## src/rtl/clock_group_reset_source.sv

```systemverilog
// clock_group_reset_source: produces the clock/reset/clock_en bundle for the cbus clock group
// Ports:
//   clock, reset (async active-low)         block clock and chip-level reset
//   io_swReset_req / io_swReset_ack         software member-domain reset handshake
//   io_gate_req, io_quiescent / io_gate_ack quiescence-qualified clock-enable gating
//   io_state                                FSM state (ASSERT=0, HOLD=1, RUN=2, GATED=3)
//   auto_out_member_subsystem_cbus_0_*      member clock (pass-through), reset (active-high), clock_en
module clock_group_reset_source #(
    parameter int SYNC_STAGES = 3,
    parameter int RESET_HOLD  = 16
) (
    input  logic       clock,
    input  logic       reset,
    input  logic       io_swReset_req,
    output logic       io_swReset_ack,
    input  logic       io_gate_req,
    input  logic       io_quiescent,
    output logic       io_gate_ack,
    output logic [1:0] io_state,
    output logic       auto_out_member_subsystem_cbus_0_clock,
    output logic       auto_out_member_subsystem_cbus_0_reset,
    output logic       auto_out_member_subsystem_cbus_0_clock_en
);
    typedef enum logic [1:0] {ASSERT = 2'd0, HOLD = 2'd1, RUN = 2'd2, GATED = 2'd3} state_e;
    localparam logic [7:0] HOLD_LOAD = 8'(RESET_HOLD - 1);
    logic [SYNC_STAGES-1:0] sync_q;
    logic                   rst_sync;
    state_e                 state_q, state_d;
    logic [7:0]             cnt_q, cnt_d;
    logic                   pend_q, pend_d;
    logic                   ack_q, ack_d;
    logic                   sw_take;
    always_ff @(posedge clock or negedge reset) begin
        if (!reset) sync_q <= '0;
        else        sync_q <= {sync_q[SYNC_STAGES-2:0], 1'b1};
    end
    assign rst_sync = sync_q[SYNC_STAGES-1];
    // A request is not re-accepted while its ack is still being held.
    assign sw_take = io_swReset_req & ~ack_q;
    always_comb begin
        state_d = state_q;
        cnt_d   = cnt_q;
        pend_d  = pend_q;
        ack_d   = ack_q & io_swReset_req;
        case (state_q)
            ASSERT: if (rst_sync) begin
                state_d = HOLD;
                cnt_d   = HOLD_LOAD;
            end
            HOLD: if (cnt_q == '0) begin
                state_d = RUN;
                pend_d  = 1'b0;
                ack_d   = pend_q & io_swReset_req;
            end else begin
                cnt_d = cnt_q - 8'd1;
            end
            RUN: if (sw_take) begin
                state_d = HOLD;
                cnt_d   = HOLD_LOAD;
                pend_d  = 1'b1;
            end else if (io_gate_req & io_quiescent) begin
                state_d = GATED;
            end
            GATED: if (sw_take) begin
                state_d = HOLD;
                cnt_d   = HOLD_LOAD;
                pend_d  = 1'b1;
            end else if (!io_gate_req) begin
                state_d = RUN;
            end
            default: state_d = ASSERT;
        endcase
    end
    always_ff @(posedge clock or negedge reset) begin
        if (!reset) begin
            state_q <= ASSERT;
            cnt_q   <= '0;
            pend_q  <= 1'b0;
            ack_q   <= 1'b0;
        end else begin
            state_q <= state_d;
            cnt_q   <= cnt_d;
            pend_q  <= pend_d;
            ack_q   <= ack_d;
        end
    end
    // Outputs decode only from flops, so they cannot glitch on input changes.
    assign io_state                                  = state_q;
    assign io_swReset_ack                            = ack_q;
    assign io_gate_ack                               = state_q == GATED;
    assign auto_out_member_subsystem_cbus_0_clock    = clock;
    assign auto_out_member_subsystem_cbus_0_reset    = ~state_q[1];
    assign auto_out_member_subsystem_cbus_0_clock_en = state_q != GATED;
endmodule

```

## config.mk

```make
export PLATFORM = sky130hd
export DESIGN_NAME = clock_group_reset_source
export DESIGN_NICKNAME = d
export VERILOG_FILES = /design/src/rtl/clock_group_reset_source.sv
export SDC_FILE = /design/constraint.sdc
export NUM_CORES = 1
export LEC_CHECK = 0
export ABC_AREA = 1
export CAP_MARGIN = 20
export CORE_MARGIN = 2
export CORE_UTILIZATION = 45
export DETAILED_ROUTE_END_ITERATION = 12
export GPL_ROUTABILITY_DRIVEN = 0
export HOLD_SLACK_MARGIN = 0.02
export PLACE_DENSITY = 0.68
export SLEW_MARGIN = 25
export SYNTH_ARGS = -nofsm -noshare
export SYNTH_HDL_FRONTEND = slang
export SYNTH_SLANG_ARGS = --single-unit
```

## constraint.sdc

```tcl
create_clock -name clock -period 1.6 [get_ports clock]
set_clock_uncertainty 0.05 [all_clocks]
set_input_delay 0.24 -clock clock [delete_from_list [all_inputs] [get_ports clock]]
set_output_delay 0.24 -clock clock [all_outputs]
set_load 0.01 [all_outputs]
```

# After elaboration in Yosys (flattened, before gate mapping)
# Cells that the tools add are included.
[classes]
addsub = 1
eq_ne = 10
muxes = 16
n_bitwise = 6
n_reduce_logical = 7
[ops]
columns = ["cell", "count"]
rows = [
  ["$mux 8", 3],
  ["$pmux 8 s3", 1],
  ["$mux 2", 6],
  ["$logic_not 8->1", 1],
  ["$ne 2x2->1 const B", 4],
  ["$pmux 2 s4", 1],
  ["$sub 8x1->8 const B", 1],
  ["$reduce_and 3->1", 2],
  ["$and 1x1->1", 4],
  ["$eq 2x2->1 const B", 2],
  ["$mux 1", 4],
  ["$reduce_and 4->1", 1],
  ["$ne 3x2->1 const B", 1],
  ["$ne 3x3->1 const B", 1],
  ["$eq 2x1->1 const B", 1],
  ["$logic_not 2->1", 1],
  ["$ne 2x1->1 const B", 1],
  ["$not 1->1", 2],
  ["$pmux 1 s2", 1],
  ["$reduce_bool 2->1", 1],
  ["$reduce_or 2->1", 1],
]
[totals]
regBits = 15
inputBits = 5
out_inout_bits = 7
word_cells = 45

# Longest topological paths before layout
[depth]
ltp_word = 4
depth_mapped = 9

==> impl_metrics.ini <==
[outcome]
outcome = completed

[critical_path]
critical_path_arrival_ps = 1260
worstPathCellList = clkbuf_4, clkbuf_4, clkdlybuf4s15_1
worst_path_largest_cell_delay_ps = 220
timing_worst_setup_path_type = clk -> out
r2r_cells = 9
required_ps = 1310
cp_slowest_cell = clkdlybuf4s15_1
r2r-start = cnt_q[0]
path_common_cell = clkbuf_4
rrSetupSlack_ps = 90
worst_r2r_endpoint = cnt_q[3]
start_kind = clock port
critPathMaxFanout = 2
end_kind = output pin

[die]
core_area_sq_um = 1760
start_util_pct = 48.9
die_area_sq_um = 2280
io_pins = 12
rows = 15
die_h_um = 47.8
die_x_um = 47.8

[clock_tree]
hold_buffers = 0
clk_latency_ps = 400
cts_tree = done
clk_pin_slew_ps = 90

[synthesis]
synth_nets = 118
synthCells = 111
ys_seq_area_share_pct = 43.5
ys_seq_elements = 15
syn_avg_cell_area_sq_um = 7.77
synth_area_sq_um = 862
synthDistinctLibCells = 23
yosys_warnings = 0

[detailed_routing]
drc = 0
viasPerCell = 4.71
ant_nets = 0
wl_met1_um = 882
wl_met2_um = 769
vias = 759
wl_per_cell_um = 11.3
dr.pass1.iters = 4
routed.top_layer = met4
drt-initial-drc-count = 26
routed_wl_um = 1820
wl_met3_um = 94

[cells_and_area]
layout_common_cells = nand2_1, dfrtp_1, inv_1, nand3_1
finish.instance_area_sq_um = 1100
drive_gt1_share_pct = 23.5
final_common_cell = nand2_1
area_delta_synth_final_pct = 27.4
fin_nets = 144
n_antenna_cell = 0

[grt]
grt_pass1_wl_um = 3050
grt_pass1_vias = 746
overflow = 0
track_usage_pct = 21.8
grt_max_degree = 16
antenna_found_initial = 0

[job]
maxCapViolCount = 0

[power]
cellPowerDensity_nw_per_um2 = 1510
vdd_drop_max_mv = 0.797
finalPower_mw = 1.66
p_leak_nw = 0.587

[timing]
fin_ws_ps = 52.0
slew_viol_final = 0
setup_viol = 0
hold_viol_final = 0

[placement]
place_ws_ps = 61.2
postPlaceCellArea_sq_um = 1000
portBuffers = 11
dp_hpwl_um = 1250

[worst_hold_path]
worst_hold_path_type = in -> async
layer usage:
metal	vias up	track usage, %
li1	394	-
met1	336	24.9
met2	21	28.8
met3	8	9.43
met4	0	22.7
met5	-	0
Yosys cell counts:
cell type  count  area [sq um]
or2_2          1          6.26
nand2_2        1          6.26
xor2_1         1          8.76
nand2_8        1          20.0
o21ai_0        6          30.0
nand2_1       34           128
nand4_1        1          6.26
a22oi_1        1          7.51
inv_2          1          3.75
inv_1         14          52.6
nand2_4        1          11.3
nand3_1       12          60.1
o21ai_2        2          17.5
nor2_2         2          12.5
nor2_1         8          30.0
inv_4          1          6.26
dfrtp_1       15           375
nor2_4         3          33.8
buf_4          1          7.51
o21ai_1        1          5.00
clkinv_2       1          5.00
conb_1         1          3.75
ha_1           2          25.0
worst max-delay path by stage:
stage / from / end / slack, ps / depth (start not counted)
floorplan: cnt_q[0] / cnt_q[2] / 240 / 9
global placement: clock / auto_out_member_subsystem_cbus_0_clock / 60 / 1
detailed placement: clock / auto_out_member_subsystem_cbus_0_clock / 60 / 1
CTS: io_state[0] / io_state[0] / 5 / 1
global route: cnt_q[0] / cnt_q[2] / -40 / 9
finish: clock / auto_out_member_subsystem_cbus_0_clock / 50 / 3
report_power, final:
group	switching, mW	internal, mW	total [mW]
combinational	0.424	0.310	0.734
clock	0.178	0.210	0.388
sequential	0.0769	0.465	0.542
worst max-delay path: cells and delay by family:
kind                   cells  cell delay (ps)
buffers and inverters      3              450
flip-flops by register name, summed over array words and instances, names as in the netlist:
| signal | flops |
|---|---|
| io_state | 2 |
| pend_q | 1 |
| cnt_q | 8 |
| sync_q | 3 |
| io_swReset_ack | 1 |
logic make-up after synthesis:
logic type / after synthesis / synth area share, %
XOR/XNOR: 1 / 1.02
adder cells (fa/ha/maj): 2 / 2.90
flip-flops: 15 / 43.5
buffers and inverters: 18 / 8.71
AO/OA/AOI/OAI: 10 / 6.97
other: 1 / 0.435
AND/OR/NAND/NOR: 64 / 36.4
metrics by stage:
| step | hold slack [ps] | util [%] | TNS, ps | std cells |
|---|---|---|---|---|
| CTS | 94.4 | 60.8 | 0 | 157 |
| global placement | 284 | 56.9 | 0 | 147 |
| detailed placement | 286 | 56.9 | 0 | 147 |
| global route | 108 | 62.3 | -88.2 | 161 |
| floorplan | -106 | - | 0 | 111 |
| finish | 91.4 | 62.3 | 0 | 161 |
area by class of cell:
| cell class | count | area, sq um |
|---|---|---|
| Timing Repair Buffer | 18 | 153 |
| Clock buffer | 8 | 58.8 |
| Fill cell | 174 | 666 |
| Inverter | 17 | 67.6 |
| Sequential cell | 15 | 377 |
| Tap cell | 25 | 31.3 |
| Multi-Input combinational cell | 78 | 412 |
what timing repair did:
item	in CTS	in global routing
pin swaps	0	1
gates resized for setup	8	6
endpoints found under the setup margin	6	9
setup buffers	3	4
(Power assumes the default switching activity.)
==> patch 1 (same settings) <==
The parameter `SYNC_STAGES` goes from 3 to 6.
--- a/src/rtl/clock_group_reset_source.sv
+++ b/src/rtl/clock_group_reset_source.sv
@@ -6,7 +6,7 @@
 //   io_state                                FSM state (ASSERT=0, HOLD=1, RUN=2, GATED=3)
 //   auto_out_member_subsystem_cbus_0_*      member clock (pass-through), reset (active-high), clock_en
 module clock_group_reset_source #(
-    parameter int SYNC_STAGES = 3,
+    parameter int SYNC_STAGES = 6,
     parameter int RESET_HOLD  = 16
 ) (
     input  logic       clock,
Behaviour: not the same (a bounded check fails within 10 cycles, from zero or initial values and one cycle with reset low).
==> patch 1 against the unedited design <==
Non-clock buffer count did not move; sequential cell count rose by 3; design area grew 5.7%; worst setup slack improved by 0.0076 ns; wire length decreased by 2.1%; sequential power grew 15%; synthesized area rose by 4.8%; power up 4.3%; critical path type unchanged; critical endpoint unchanged; largest cell class is now sequential cells; highest routed layer unchanged.
==> patch 1: results (changes against the unedited design) <==
The run finished with clean final reports. The number of unique standard cell types used by synthesis came out at 22 (-4.3%). The count of cells resized by post-cts repair came to 10 (+2). The number of nets in the layout came out at 146 (+1.4%).

Sorting the synthesized cells by area gives the leading types as sky130_fd_sc_hd__dfrtp_1, sky130_fd_sc_hd__nand2_1, sky130_fd_sc_hd__nand3_1, sky130_fd_sc_hd__inv_1, sky130_fd_sc_hd__o21ai_0. The detailed-route via count is 778 (+2.5%). The post-synthesis xor/xnor area fraction came out at 0.970% (-0.046 points). The arrival time of the worst setup path is 1.25 ns. The maximum number of pins on one net before global-route repair was 19 (+3). The count of fill cells added during filler insertion is 187 (+7.5%). The number of global-route vias before repair came out at 737 (-1.2%).

The largest fanout of any net on the critical path came out at 2 (unchanged). The total number of placement rows is 16 (+1). The complex-gate fraction of the synthesized area is 6.09% (-0.87 points).

The synthesized-area fraction occupied by adder cells is 2.77% (-0.13 points). After clock tree synthesis, the clock-pin slew on the worst setup and hold paths is 0.10 ns. The detailed-route wire length per cell is 10.8 um (-4.5%). The synthesized net count came out at 119 (+0.85%). The detailed-placement wirelength estimate is 1250 um (+0.23%). The static leakage power is 0.630 nW (+7.4%). The placement-stage worst setup slack came out at 0.0612 ns (unchanged). The post-detailed-route via-to-cell ratio is 4.72 (about the same). The kind of cell with the highest combined delay along the critical path is buffers and inverters. The cell area after placement came out at 1050 um2 (+4.4%).

The worst min-delay path class is in -> async. The most frequently used flop master after synthesis is sky130_fd_sc_hd__dfrtp_1. The global-route wire length before repair came out at 3150 um (+3.2%).

The delay of the slowest critical-path stage is 0.22 ns (about the same). Sorting the synthesized cells by how often they occur yields sky130_fd_sc_hd__nand2_1, sky130_fd_sc_hd__dfrtp_1, sky130_fd_sc_hd__inv_1. The post-CTS setup-driven buffer insertion count came out at 4 (+1).

The all-layer global routing usage was 18.6% (-3.2 points). The initial DRC count is 14 (-46%). The fraction of layout cells with a size suffix above 1 is 22.5% (-1.1 points). The worst vdd rail ir drop is 0.000935 V (+17%). The portion of the post-synthesis area used by sequential elements was 49.9% (+6.3 points). The later pin in the worst-skew pair is clocked with a latency of 0.41 ns. The average cell area after synthesis came out at 8.07 um2 (+3.9%).
==> patch 1: final cells by class <==
class,instances,area [um2],share of cell area [%]
Inverter,16,63.8,5.50
Tap cell,27,33.8,2.91
Timing Repair Buffer,18,150,12.9
Clock buffer,8,68.8,5.93
Multi-Input combinational cell,78,393,33.8
Sequential cell,18,452,38.9
==> patch 1: final timing paths <==
kind | start | to | slack, ns | depth (start not counted)
min reg2reg | sync_q[4] | sync_q[5] | 0.31 | 0
max reg2reg | io_state[1] | cnt_q[0] | 0.12 | 8
min | reset | cnt_q[0] | 0.09 | 2
max | clock | auto_out_member_subsystem_cbus_0_clock | 0.06 | 3
max in group asynchronous | reset | io_state[1] | 1.21 | 2
min in group clock | sync_q[4] | sync_q[5] | 0.31 | 0
==> patch 1: power breakdown <==
part           switching, mW  internal [mW]  leakage [nW]
Sequential            0.0758          0.546         0.217
Combinational          0.407          0.267         0.374
Clock                  0.187          0.252        0.0393
==> patch 1: worst register-to-register path, cell delays in order (launching register included) <==
cell	delay [ns]
sky130_fd_sc_hd__dfrtp_2	0.43
sky130_fd_sc_hd__buf_4	0.14
sky130_fd_sc_hd__buf_4	0.13
sky130_fd_sc_hd__nor2_4	0.15
sky130_fd_sc_hd__inv_1	0.08
sky130_fd_sc_hd__nor2_1	0.18
sky130_fd_sc_hd__inv_1	0.09
sky130_fd_sc_hd__nand2_1	0.06
sky130_fd_sc_hd__o21ai_0	0.07
==> patch 1: per-layer routing <==
| layer | part of all wire (%) | vias up | track usage [%] |
|---|---|---|---|
| met5 | 0 | - | 0 |
| met1 | 47 | 350 | 22.1 |
| li1 | - | 398 | - |
| met3 | 4.7 | 7 | 7.36 |
| met2 | 46 | 23 | 25.3 |
| met4 | 3.2 | 0 | 17.1 |
==> patch 2 (config.mk and constraints unchanged) <==
Without the edit above. Reset style: synchronous (`reset`), changed in 2 clocked blocks. Comments in the files are not updated.
--- a/src/rtl/clock_group_reset_source.sv
+++ b/src/rtl/clock_group_reset_source.sv
@@ -30,7 +30,7 @@
     logic                   pend_q, pend_d;
     logic                   ack_q, ack_d;
     logic                   sw_take;
-    always_ff @(posedge clock or negedge reset) begin
+    always_ff @(posedge clock) begin
         if (!reset) sync_q <= '0;
         else        sync_q <= {sync_q[SYNC_STAGES-2:0], 1'b1};
     end
@@ -71,7 +71,7 @@
             default: state_d = ASSERT;
         endcase
     end
-    always_ff @(posedge clock or negedge reset) begin
+    always_ff @(posedge clock) begin
         if (!reset) begin
             state_q <= ASSERT;
             cnt_q   <= '0;
Check against the original RTL: differs if reset is asserted again (counterexample within 10 cycles, from zero or initial values and one cycle with reset low); with reset held inactive, the same outputs for 10 cycles.
==> patch 2 against the unedited design <==
Sequential cell count is the same; wire length shrank 4.5%; synthesized area grew 1.9%; worst setup slack gained 0.012 ns; power grew 16%; die area grew 1.7%; design area shrank 0.91%; count of clock-buffer cells in the layout is the same; critical endpoint unchanged.
==> patch 2: results (changes against the unedited design) <==
The run finished with clean final reports. The tightest min-delay check is of the in -> reg type. The detailed-route via count came out at 832 (+9.6%). The beginning of the worst register-to-register path is cnt_q[0]. The detailed-placement wirelength estimate is 1390 um (+12%).

The register area was 308 um2 (-18%). The number of global-route vias before repair is 704 (-5.6%). The worst vdd rail ir drop came out at 0.00108 V (+35%). The minimum setup slack in the final design came out at 0.0638 ns (+0.0118 ns). The detailed-router iteration count before antenna repair is 6 (+2).

The initial DRC count was 11 (-58%). The power attributed to the clock group is 361 uW (-7.0%). The met3 usage is 10.4% (+0.94 points).

The number of standard cells in the final layout excluding fillers came out at 172 (+6.8%). The inverter count of the layout excluding clock inverters came out at 20 (+3). The number of nets in the layout is 155 (+7.6%). The portion of the post-synthesis area used by sequential elements is 34.2% (-9.4 points). The fraction of layout cells with a size suffix above 1 is 21.1% (-2.4 points). The all-layer global routing usage is 18.4% (-3.3 points).

The register-to-register path setup slack is 0.16 ns (+0.07 ns). The cell area after placement came out at 1030 um2 (+2.7%). The number of unique standard cell types used by synthesis came to 25 (+8.7%).

The placement-stage worst setup slack is 0.0525 ns (-0.00874 ns). The fraction of registers with async set/reset is 0% (-100 points). The number of multi-input combinational cells in the layout came out at 90 (+15%). The count of fill cells added during filler insertion came out at 181 (+4.0%). The post-CTS setup-driven buffer insertion count is 0 (-3). The number of cells on the worst reg-to-reg path was 10 (+1).

The global-route track usage on met2 was 26.3% (-2.5 points). The global-route wire length before repair came out at 2790 um (-8.6%).
==> patch 2: cell types whose count changed in the layout (fill, tap and decap cells not counted), moves of 4 or more <==
cell	delta
sky130_fd_sc_hd__dfrtp_1	-14
sky130_fd_sc_hd__dfxtp_1	+13
sky130_fd_sc_hd__nor2_1	+11
sky130_fd_sc_hd__a21oi_1	+7
sky130_fd_sc_hd__nand2_1	-6
sky130_fd_sc_hd__buf_4	-4
==> patch 2: cells by family after synthesis <==
group	synth area share, %
fa+ha+maj	2.85
flops	34.2
xor+xnor	0.997
simple gates	42.0
buf+inv	11.0
compound gates	8.97
==> patch 2: worst max-delay path, cell delays in order <==
cell,delay [ns]
sky130_fd_sc_hd__clkbuf_4,0.11
sky130_fd_sc_hd__clkbuf_4,0.12
sky130_fd_sc_hd__clkdlybuf4s15_1,0.22
==> patch 2: worst min-delay path by stage <==
stage | from | to
finish | io_swReset_req | io_swReset_ack
global placement | sync_q[1] | sync_q[2]
global route | io_swReset_req | io_swReset_ack
detailed placement | sync_q[0] | sync_q[1]
CTS | io_swReset_req | io_swReset_ack
floorplan | reset | sync_q[0]
==> patch 2: per-stage QoR <==
stage / hold WS (ns) / utilization (%) / power [mW]
6_report: 0.360 / 61.1 / 1.94
3_3_place_gp: 0.344 / 57.8 / 1.64
5_1_grt: 0.368 / 61.1 / 2.13
4_1_cts: 0.353 / 60.6 / 1.95
3_5_place_dp: 0.350 / 57.8 / 1.65
2_1_floorplan: 0.218 / - / 1.38
==> patch 2: routing by layer <==
metal	part of all wire, %	wire, um	vias up
met5	0	0	-
met4	0.75	13	0
met3	4.9	86	3
met2	48	835	16
met1	46	803	373
li1	-	-	440
==> patch 2: repair_timing <==
item                       4_1_cts  5_1_grt
gates resized for setup         10        3
setup endpoints to repair        6        4
pin swaps                        0        0
